--- src/rtl/sim_record_formatter_if.sv ---
// Handshake and data bundle between the SIM reader/LCD controller and sim_record_formatter.
// The master side drives capture/format requests; the slave side is the formatter.
interface sim_record_formatter_if #(
  parameter int unsigned NUM_REC   = 2,
  parameter int unsigned REC_BYTES = 30,
  parameter int unsigned LCD_CHARS = 20
);
  logic                                     Dato_Valido;
  logic [7:0]                               Dato_SIM;
  logic                                     Clear;
  logic                                     Req;
  logic [$clog2(2*NUM_REC)-1:0]             Sel;
  logic [8*LCD_CHARS-1:0]                   Dato_LCD;
  logic                                     Listo;
  logic                                     Ocupado;
  logic                                     Desborde;
  logic [$clog2(NUM_REC*REC_BYTES+1)-1:0]   Bytes_Cont;

  modport master (
    output Dato_Valido, Dato_SIM, Clear, Req, Sel,
    input  Dato_LCD, Listo, Ocupado, Desborde, Bytes_Cont
  );

  modport slave (
    input  Dato_Valido, Dato_SIM, Clear, Req, Sel,
    output Dato_LCD, Listo, Ocupado, Desborde, Bytes_Cont
  );
endinterface

--- src/rtl/sim_record_formatter.sv ---
// SIM record capture buffer plus a one-character-per-cycle fixed-width LCD line formatter.
// Define SIM_FMT_HEX_EN to render number-line nibbles A-F as hex letters instead of '?'/space.
module sim_record_formatter #(
  parameter int unsigned NUM_REC   = 2,
  parameter int unsigned REC_BYTES = 30,
  parameter int unsigned NAME_OFF  = 1,
  parameter int unsigned NAME_LEN  = 12,
  parameter int unsigned NUM_OFF   = 17,
  parameter int unsigned NUM_BYTES = 5,
  parameter int unsigned LCD_CHARS = 20
) (
  input logic                   CLK,
  input logic                   Reset,
  sim_record_formatter_if.slave fmt_if
);

  localparam int unsigned Depth      = NUM_REC * REC_BYTES;
  localparam int unsigned CntW       = $clog2(Depth + 1);
  localparam int unsigned AddrW      = (Depth > 1) ? $clog2(Depth) : 1;
  localparam int unsigned SelW       = $clog2(2 * NUM_REC);
  localparam int unsigned IdxW       = (LCD_CHARS > 1) ? $clog2(LCD_CHARS) : 1;
  localparam int unsigned LineW      = 8 * LCD_CHARS;
  localparam int unsigned NamePfxLen = 8;
  localparam int unsigned NumPfxLen  = 3;
  localparam logic [8*NamePfxLen-1:0] NamePfx = "Nombre: ";
  localparam logic [8*NumPfxLen-1:0]  NumPfx  = "#: ";

  typedef enum logic [1:0] {StIdle, StLoad, StEmit, StDone} state_e;

  // Capture path
  logic             sync1_q, sync2_q, sync3_q;
  logic [7:0]       data_q;
  logic [CntW-1:0]  cnt_q, cnt_d;
  logic             ovf_q, ovf_d;
  logic             wr_en;
  logic [7:0]       mem_q [Depth];

  always_comb begin
    cnt_d = cnt_q;
    ovf_d = ovf_q;
    wr_en = 1'b0;
    // Clear has priority, so a byte arriving in the same cycle is dropped.
    if (fmt_if.Clear) begin
      cnt_d = '0;
      ovf_d = 1'b0;
    end else if (sync2_q && !sync3_q) begin
      if (cnt_q == CntW'(Depth)) begin
        ovf_d = 1'b1;
      end else begin
        wr_en = 1'b1;
        cnt_d = cnt_q + 1'b1;
      end
    end
  end

  always_ff @(posedge CLK or negedge Reset) begin
    if (!Reset) begin
      sync1_q <= 1'b0;
      sync2_q <= 1'b0;
      sync3_q <= 1'b0;
      data_q  <= '0;
      cnt_q   <= '0;
      ovf_q   <= 1'b0;
    end else begin
      sync1_q <= fmt_if.Dato_Valido;
      sync2_q <= sync1_q;
      sync3_q <= sync2_q;
      data_q  <= fmt_if.Dato_SIM;
      cnt_q   <= cnt_d;
      ovf_q   <= ovf_d;
    end
  end

  always_ff @(posedge CLK) begin
    if (wr_en) mem_q[cnt_q[AddrW-1:0]] <= data_q;
  end

  // Formatter
  state_e            state_q, state_d;
  logic [SelW-1:0]   sel_q, sel_d;
  logic [31:0]       base_q, base_d;
  logic              rec_ok_q, rec_ok_d;
  logic [IdxW-1:0]   idx_q, idx_d;
  logic [LineW-1:0]  shadow_q, shadow_d;
  logic [LineW-1:0]  lcd_q, lcd_d;
  logic              listo_q, listo_d;

  logic [31:0]       idx_w, addr, dig;
  logic [7:0]        rd_byte, ch;

  function automatic logic [7:0] nib_char(input logic [3:0] n);
    if (n <= 4'd9) return 8'h30 + {4'h0, n};
`ifdef SIM_FMT_HEX_EN
    return 8'h37 + {4'h0, n};
`else
    if (n == 4'hF) return 8'h20;
    return 8'h3F;
`endif
  endfunction

  // Character for the current emit position; addresses at or past the fill level show '-'.
  always_comb begin
    idx_w   = 32'(idx_q);
    ch      = 8'h20;
    addr    = '0;
    dig     = '0;
    rd_byte = 8'h00;
    if (rec_ok_q) begin
      if (!sel_q[0]) begin
        if (idx_w < NamePfxLen) begin
          ch = NamePfx[8*(NamePfxLen-1-idx_w) +: 8];
        end else if (idx_w < NamePfxLen + NAME_LEN) begin
          addr = base_q + NAME_OFF + idx_w - NamePfxLen;
          if (addr >= 32'(cnt_q)) begin
            ch = 8'h2D;
          end else begin
            rd_byte = mem_q[addr[AddrW-1:0]];
            ch      = (rd_byte == 8'hFF) ? 8'h20 : rd_byte;
          end
        end
      end else begin
        if (idx_w < NumPfxLen) begin
          ch = NumPfx[8*(NumPfxLen-1-idx_w) +: 8];
        end else if (idx_w < NumPfxLen + 2 * NUM_BYTES) begin
          dig  = idx_w - NumPfxLen;
          addr = base_q + NUM_OFF + (dig >> 1);
          if (addr >= 32'(cnt_q)) begin
            ch = 8'h2D;
          end else begin
            rd_byte = mem_q[addr[AddrW-1:0]];
            ch      = nib_char(dig[0] ? rd_byte[7:4] : rd_byte[3:0]);
          end
        end
      end
    end
  end

  always_comb begin
    state_d  = state_q;
    sel_d    = sel_q;
    base_d   = base_q;
    rec_ok_d = rec_ok_q;
    idx_d    = idx_q;
    shadow_d = shadow_q;
    lcd_d    = lcd_q;
    listo_d  = 1'b0;
    case (state_q)
      StIdle: begin
        if (fmt_if.Req) begin
          sel_d   = fmt_if.Sel;
          state_d = StLoad;
        end
      end
      StLoad: begin
        base_d   = 32'(sel_q >> 1) * REC_BYTES;
        rec_ok_d = 32'(sel_q >> 1) < NUM_REC;
        idx_d    = '0;
        state_d  = StEmit;
      end
      StEmit: begin
        shadow_d[8*(LCD_CHARS-1-32'(idx_q)) +: 8] = ch;
        if (idx_q == IdxW'(LCD_CHARS - 1)) state_d = StDone;
        else                               idx_d   = idx_q + 1'b1;
      end
      StDone: begin
        lcd_d   = shadow_q;
        listo_d = 1'b1;
        state_d = StIdle;
      end
      default: state_d = StIdle;
    endcase
  end

  always_ff @(posedge CLK or negedge Reset) begin
    if (!Reset) begin
      state_q  <= StIdle;
      sel_q    <= '0;
      base_q   <= '0;
      rec_ok_q <= 1'b0;
      idx_q    <= '0;
      shadow_q <= {LCD_CHARS{8'h20}};
      lcd_q    <= {LCD_CHARS{8'h20}};
      listo_q  <= 1'b0;
    end else begin
      state_q  <= state_d;
      sel_q    <= sel_d;
      base_q   <= base_d;
      rec_ok_q <= rec_ok_d;
      idx_q    <= idx_d;
      shadow_q <= shadow_d;
      lcd_q    <= lcd_d;
      listo_q  <= listo_d;
    end
  end

  assign fmt_if.Dato_LCD   = lcd_q;
  assign fmt_if.Listo      = listo_q;
  assign fmt_if.Ocupado    = (state_q != StIdle);
  assign fmt_if.Desborde   = ovf_q;
  assign fmt_if.Bytes_Cont = cnt_q;

endmodule

--- src/flat_wrapper.sv ---
// flat-port wrapper written by rule: the top's interface ports become plain ports
module sim_record_formatter_flat 
#(
  parameter int unsigned NUM_REC   = 2,
  parameter int unsigned REC_BYTES = 30,
  parameter int unsigned NAME_OFF  = 1,
  parameter int unsigned NAME_LEN  = 12,
  parameter int unsigned NUM_OFF   = 17,
  parameter int unsigned NUM_BYTES = 5,
  parameter int unsigned LCD_CHARS = 20
)
  (CLK, Reset, fmt_if_Dato_Valido, fmt_if_Dato_SIM, fmt_if_Clear, fmt_if_Req, fmt_if_Sel, fmt_if_Dato_LCD, fmt_if_Listo, fmt_if_Ocupado, fmt_if_Desborde, fmt_if_Bytes_Cont);
  sim_record_formatter_if #(.NUM_REC(NUM_REC), .REC_BYTES(REC_BYTES), .LCD_CHARS(LCD_CHARS)) fmt_if_i ();
  input logic CLK;
  input logic Reset;
  input wire logic [$bits(fmt_if_i.Dato_Valido)-1:0] fmt_if_Dato_Valido;
  input wire logic [$bits(fmt_if_i.Dato_SIM)-1:0] fmt_if_Dato_SIM;
  input wire logic [$bits(fmt_if_i.Clear)-1:0] fmt_if_Clear;
  input wire logic [$bits(fmt_if_i.Req)-1:0] fmt_if_Req;
  input wire logic [$bits(fmt_if_i.Sel)-1:0] fmt_if_Sel;
  output wire logic [$bits(fmt_if_i.Dato_LCD)-1:0] fmt_if_Dato_LCD;
  output wire logic [$bits(fmt_if_i.Listo)-1:0] fmt_if_Listo;
  output wire logic [$bits(fmt_if_i.Ocupado)-1:0] fmt_if_Ocupado;
  output wire logic [$bits(fmt_if_i.Desborde)-1:0] fmt_if_Desborde;
  output wire logic [$bits(fmt_if_i.Bytes_Cont)-1:0] fmt_if_Bytes_Cont;
  assign fmt_if_i.Dato_Valido = fmt_if_Dato_Valido;
  assign fmt_if_i.Dato_SIM = fmt_if_Dato_SIM;
  assign fmt_if_i.Clear = fmt_if_Clear;
  assign fmt_if_i.Req = fmt_if_Req;
  assign fmt_if_i.Sel = fmt_if_Sel;
  assign fmt_if_Dato_LCD = fmt_if_i.Dato_LCD;
  assign fmt_if_Listo = fmt_if_i.Listo;
  assign fmt_if_Ocupado = fmt_if_i.Ocupado;
  assign fmt_if_Desborde = fmt_if_i.Desborde;
  assign fmt_if_Bytes_Cont = fmt_if_i.Bytes_Cont;
  sim_record_formatter #(.NUM_REC(NUM_REC), .REC_BYTES(REC_BYTES), .NAME_OFF(NAME_OFF), .NAME_LEN(NAME_LEN), .NUM_OFF(NUM_OFF), .NUM_BYTES(NUM_BYTES), .LCD_CHARS(LCD_CHARS)) u_core (.CLK(CLK), .Reset(Reset), .fmt_if(fmt_if_i));
endmodule
--- config.mk ---
export PLATFORM = sky130hd
export DESIGN_NAME = sim_record_formatter_flat
export DESIGN_NICKNAME = d
export VERILOG_FILES = /design/src/rtl/sim_record_formatter_if.sv /design/src/rtl/sim_record_formatter.sv /design/src/flat_wrapper.sv
export SDC_FILE = /design/constraint.sdc
export NUM_CORES = 1
export LEC_CHECK = 0
export ABC_AREA = 1
export CAP_MARGIN = 15
export CELL_PAD_IN_SITES_DETAIL_PLACEMENT = 2
export CELL_PAD_IN_SITES_GLOBAL_PLACEMENT = 2
export CORE_MARGIN = 5
export CORE_UTILIZATION = 42
export DETAILED_ROUTE_END_ITERATION = 6
export HOLD_SLACK_MARGIN = 0.03
export PLACE_DENSITY = 0.9
export SYNTH_ARGS = -nofsm -noshare
export SYNTH_HDL_FRONTEND = slang
export SYNTH_SLANG_ARGS = --single-unit
--- constraint.sdc ---
create_clock -name CLK -period 8.05 [get_ports CLK]
set_input_delay 1.61 -clock CLK [delete_from_list [all_inputs] [get_ports CLK]]
set_output_delay 1.61 -clock CLK [all_outputs]
set_load 0.01 [all_outputs]
==> results of run 1 <==
## area by class of cell
| cell class | count | share of cell area [%] |
|---|---|---|
| clock buffers | 138 | 5.863 |
| diodes | 10 | 0.05520 |
| well taps | 1254 | 3.461 |
| repair buffers | 251 | 5.446 |
| inverters | 109 | 0.9412 |
| multi-input cells | 2866 | 32.23 |
| flip-flops and latches | 830 | 51.26 |
| clock inverters | 35 | 0.7425 |
## worst reg2reg max path, stage by stage, from the launching register on
cell and delay (ps):
dfrtp_4 910, ha_4 320, xor2_1 360, inv_1 340, ha_1 440, ha_4 190, inv_1 80, fa_2 480
inv_2 790, buf_4 560, nand3_1 130, nand3_1 80, nand3_1 160, nand3_1 350, nand3_1 190, nand2_1 220
nand2_1 130, nand3_1 140, nand2_1 130, nand2_1 120, nand2_1 80, nand2_2 240, nand4_1 260, a21oi_1 590
## synthesized netlist by cell type (9+ instances only)
library cell	count
buf_4	21
a21oi_1	206
nor3_1	20
dfrtp_1	310
inv_2	9
mux2_2	160
ha_1	61
o21ai_0	42
nand2_1	1062
buf_6	19
o21ai_1	22
clkbuf_1	64
edfxtp_1	480
inv_1	96
nor2_1	298
dfstp_2	40
buf_2	142
nand3_1	899
nand4_2	10
## through the flow
step           cells  hold slack, ps
2_1_floorplan   4058           331.2
3_3_place_gp    5297           344.2
3_5_place_dp    5298           341.9
4_1_cts         5471           361.0
5_1_grt         5483           373.0
6_report        5493           360.2
## layer usage
layer,global-route usage [%],vias up
met2,65.90,3506
met1,45.18,19442
met5,0,-
li1,-,14184
met3,10.01,1423
met4,27.20,14
## worst max path at each step
| stage | start | to | slack (ps) | cells after the start |
|---|---|---|---|---|
| 2_1_floorplan | u_core.base_q[4] | u_core.shadow_q[33] | 3810 | 21 |
| 3_3_place_gp | u_core.idx_q[0] | u_core.shadow_q[88] | 2260 | 23 |
| 3_5_place_dp | u_core.idx_q[0] | u_core.shadow_q[120] | 1650 | 23 |
| 4_1_cts | u_core.idx_q[0] | u_core.shadow_q[74] | 1360 | 23 |
| 5_1_grt | u_core.idx_q[0] | u_core.shadow_q[66] | 630 | 23 |
| 6_report | u_core.idx_q[0] | u_core.shadow_q[66] | 550 | 23 |
## registers in the layout, indices dropped and copies added (netlist names)
| name | flops |
|---|---|
| u_core.mem_q | 480 |
| u_core.fmt_if.Dato_LCD | 160 |
| u_core.shadow_q | 160 |
| u_core.data_q | 8 |
| u_core.fmt_if.Bytes_Cont | 6 |
| u_core.idx_q | 5 |
| u_core.sel_q | 2 |
| u_core.state_q | 2 |
| u_core.base_q | 1 |
| u_core.fmt_if.Desborde | 1 |
| u_core.fmt_if.Listo | 1 |
| u_core.rec_ok_q | 1 |
| u_core.sync1_q | 1 |
| u_core.sync2_q | 1 |
| u_core.sync3_q | 1 |
## logic make-up after synthesis
kind of cell               share of synthesized area [%]
DFF                                                58.78
and+or+nand+nor                                    25.77
buffers and inverters                              4.459
AOI/OAI and AO/OA                                  4.162
xor gates and xnor gates                          0.2344
muxes                                              4.561
adders and majority gates                          2.033
==> impl_metrics.toml, run 1 <==
[outcome]
run_status = "finished clean"

[setup_path]
cp_max_fo = 44
critical_path_class = "register to register"
worst-r2r-cell-count = 23
crit_family = "simple AND/OR/NAND/NOR gates"
cp_slowest_cell = "dfrtp_4"
r2r-start = "u_core.idx_q[0]"
crit_chain = "ha_4 > xor2_1 > inv_1 > ha_1 > ha_4 > inv_1 > fa_2 > inv_2 > buf_4 > nand3_1 > nand3_1 > nand3_1 > nand3_1 > nand3_1 > nand2_1 > nand2_1 > nand3_1 > nand2_1 > nand2_1 > nand2_1 > nand2_2 > nand4_1 > a21oi_1"
crit_path_frequent_cell = "nand3_1"
cp_num_buf_inv = 4
arrival_ps = 8030
cp-start-kind = "register"
required_ps = 8580
worstReg2RegEnd = "u_core.shadow_q[66]"
max_stage_delay_ps = 910
cp-end-kind = "register"
rrSetupSlack_ps = 550

[routing]
drt.antenna.violating_nets = 0
drc = 0
met3_length_mm = 22.65
first_pass_iters = 6
top_layer = "met5"
wl_per_cell_um = 39.54
wirelength_mm = 217.2
viasPerCell = 7.021
dr_wl_met2_mm = 99.70
via_count = 38569
met1_length_mm = 72.16
drt_iter0_markers = 5352

[yosys]
syn_area_sq_mm = 0.03951
synth_ff_type = "edfxtp_1"
syn_inst = 4058
yosysUniqueCellTypes = 53
synth_fp_nets = 4136
yosys_warnings = 0
async_flop_share_pct = 42.17
avgSynthCellArea_sq_um = 9.735
yosysSeqAreaShare_pct = 58.78
synth.area.top_cells = "edfxtp_1 36%, dfrtp_1 20%, nand3_1 11%"
ys_seq_elements = 830
yosys.area.top_type_share_pct = 36.48
yosysTopAreaCell = "edfxtp_1"
synth-edff-count = 480

[final_layout]
final_nets = 4228
nFillCells = 9469
final_util_pct = 48.57
layout_common_cells = "1062 x nand2_1, 899 x nand3_1, 480 x edfxtp_1"
drive_gt1_share_pct = 11.33
seq_area_sq_mm = 0.02324
area_growth_pct = 14.74
fin_area_sq_mm = 0.04533
multiInputGateArea_sq_mm = 0.01461
layout_commonest_cell = "nand2_1"

[hold_path]
hold_path_depth = 0
min_to = "u_core.sync2_q"
min_from = "u_core.sync1_q"
hp-class = "register to register"

[timing]
setup_viol_count_final = 0
post-route-min-period_ps = 7498
drv_slew = 0
fmax_ghz = 0.1334
hold_violations = 0
fin_crit_sh_pct = 93.15
worst_pin_slew_ps = 1377
setup_ws_ps = 551.7
relSlewSlack_pct = 7.832
setup-tns-final_ps = 0
rsz0062_at_grt = "no"
skew_ps = 52.40

[grt]
grtUsageTotal_pct = 39.66
grt_overflow = 0
grt_max_degree = 161
grt_pass1_vias = 40095
grt_pass1_wl_mm = 293.1
grt_antenna_before_repair = 16

[floorplan]
coreArea_sq_mm = 0.09333
die-width_um = 316.7
die_h_um = 316.7
dieArea_sq_mm = 0.1003
ioPinCount = 184
row_count = 112
start_util_pct = 42.33

[clocking]
cts.sinks = 830
cts-resized-gates = 0
htreeDepth = 3
clk_path_buf_depth = 3
clock-root-buffer = "clkbuf_16"
clk_latency_ps = 740
path_clk_slew_ps = 70
cts_buffers = 92
cts_tree = "built"
holdBufCountCts = 0
cts_setup_buffers = 0

[placed_design]
port_buffers = 183
pre_cts_ws_ps = 1654
gp_congestion = 0.8831
dpl_cell_area_sq_mm = 0.04218
place_hpwl_mm = 111.3

[flow_run]
drv_cap = 0
Power of run 1 is left out: the tool's default activity adds up to more than one toggle a clock period on the data nets, which glitch-free logic cannot reach.
==> run 2, diff against run 1 <==
--- a/config.mk
+++ b/config.mk
@@ -9,9 +9,11 @@
 export CAP_MARGIN = 15
 export CELL_PAD_IN_SITES_DETAIL_PLACEMENT = 2
 export CELL_PAD_IN_SITES_GLOBAL_PLACEMENT = 2
+export CORE_ASPECT_RATIO = 1.4
 export CORE_MARGIN = 5
 export CORE_UTILIZATION = 42
 export DETAILED_ROUTE_END_ITERATION = 6
+export GPL_ROUTABILITY_DRIVEN = 0
 export HOLD_SLACK_MARGIN = 0.03
 export PLACE_DENSITY = 0.9
 export SYNTH_ARGS = -nofsm -noshare
==> run 2 against run 1 <==
Effect of this change:
- clock-buffer cell count is 24 lower
- routed wire length shrank 8.5%
- global-route usage decreased by 4.0 points
- final cell count down 1.5%
- via count shrank 5.6%
- utilization fell by 0.83 points
- non-clock buffer count shrank 10
- largest cell class unchanged
- highest routed layer is now met4
- final area is 1.3% lower
- first-iteration DRC count decreased by 18%
- register-to-register slack gained 200 ps
- die area about the same
==> impl_metrics.toml, run 2 (synthesized netlist as in run 1, its figures left out) <==
[floorplan]
start_util_pct = 42.17
coreArea_sq_mm = 0.09369
ioPinCount = 184
die_h_um = 372.9
die-width_um = 269.2
dieArea_sq_mm = 0.1004
row_count = 133

[grt]
grt_pass1_vias = 39496
grt_overflow = 0
grtUsageTotal_pct = 35.71
grt_max_degree = 164
grt_antenna_before_repair = 2
grt_pass1_wl_mm = 272.9

[clocking]
cts-resized-gates = 0
cts_setup_buffers = 0
cts_buffers = 81
cts.sinks = 830
clk_path_buf_depth = 3
clock-root-buffer = "clkbuf_16"
htreeDepth = 3
clk_latency_ps = 700
cts_tree = "built"
holdBufCountCts = 0
path_clk_slew_ps = 70

[hold_path]
min_from = "u_core.sync1_q"
hp-class = "register to register"
min_to = "u_core.sync2_q"
hold_path_depth = 0

[setup_path]
critical_path_class = "register to register"
required_ps = 8610
cp-end-kind = "register"
cp_max_fo = 65
worst-r2r-cell-count = 23
cp-start-kind = "register"
worstReg2RegEnd = "u_core.shadow_q[136]"
arrival_ps = 7860
r2r-start = "u_core.idx_q[0]"
rrSetupSlack_ps = 750

[timing]
fmax_ghz = 0.1370
setup-tns-final_ps = 0
drv_slew = 0
rsz0062_at_grt = "no"
relSlewSlack_pct = 10.66
fin_crit_sh_pct = 90.65
setup_viol_count_final = 0
post-route-min-period_ps = 7297
skew_ps = 32.21
worst_pin_slew_ps = 1335
hold_violations = 0

[final_layout]
largest_reg_flops = 480
layout_common_cells = "1062 x nand2_1, 899 x nand3_1, 480 x edfxtp_1"
final_nets = 4207
area_growth_pct = 13.20
layout_commonest_cell = "nand2_1"
drive_gt1_share_pct = 10.85

[routing]
viasPerCell = 6.726
drc = 0
wirelength_mm = 198.7
first_pass_iters = 7
via_count = 36393
drt_iter0_markers = 4388
wl_per_cell_um = 36.72
drt.antenna.violating_nets = 0

[placed_design]
port_buffers = 183
place_hpwl_mm = 105.6

[flow_run]
drv_cap = 0

[outcome]
run_status = "finished clean"
[run 2: per-stage QoR]
step	hold WS [ps]	setup WS, ps	utilization (%)	cell area, sq um	cells
3_3_place_gp	339.2	2063	44.88	42040	5252
3_5_place_dp	346.6	1675	44.88	42040	5252
2_1_floorplan	331.2	3805	-	39510	4058
4_1_cts	374.8	1178	47.64	44630	5401
5_1_grt	370.2	782.2	47.73	44720	5410
6_report	371.9	752.8	47.74	44720	5411
[run 2: worst max-delay path, cell delays in order (launching register included)]
cell     delay, ps
dfrtp_4        940
ha_4           290
xor2_1         380
inv_1          380
ha_1           430
ha_4           370
inv_4          750
buf_4          610
nand3_1        260
nand3_1        150
nand3_1        320
nand3_1        260
nand3_1        110
nand3_1        130
nand2_1        150
nand2_1        140
inv_1           60
nand2_2        110
nand2_1         80
nand2_1         80
nand2_1         90
nand2_2        220
nand4_2        330
a21oi_1        420
[run 2: metal layers]
layer	GRT usage (%)	share of wire (%)
met4	24.64	8.7
met5	0	0
met3	5.931	8.2
met1	39.98	34
met2	62.22	49
[run 2: how the worst max path moves through the flow]
stage	cells after the start	end	from	slack (ps)
2_1_floorplan	21	u_core.shadow_q[33]	u_core.base_q[4]	3810
3_3_place_gp	23	u_core.shadow_q[140]	u_core.idx_q[0]	2060
3_5_place_dp	23	u_core.shadow_q[140]	u_core.idx_q[0]	1670
4_1_cts	21	u_core.shadow_q[98]	u_core.idx_q[0]	1180
5_1_grt	23	u_core.shadow_q[49]	u_core.idx_q[0]	780
6_report	23	u_core.shadow_q[136]	u_core.idx_q[0]	750
[run 2: area by class of cell]
cell class	count	area, sq um
antenna	1	2.502
clock buffer	114	2250
clock inverter	35	340.3
fill	9467	48970
inverter	109	426.7
multi-input combinational	2866	14610
sequential	830	23240
tap	1215	1520
timing repair buffer	241	2337
Power of run 2 is left out for the same reason.
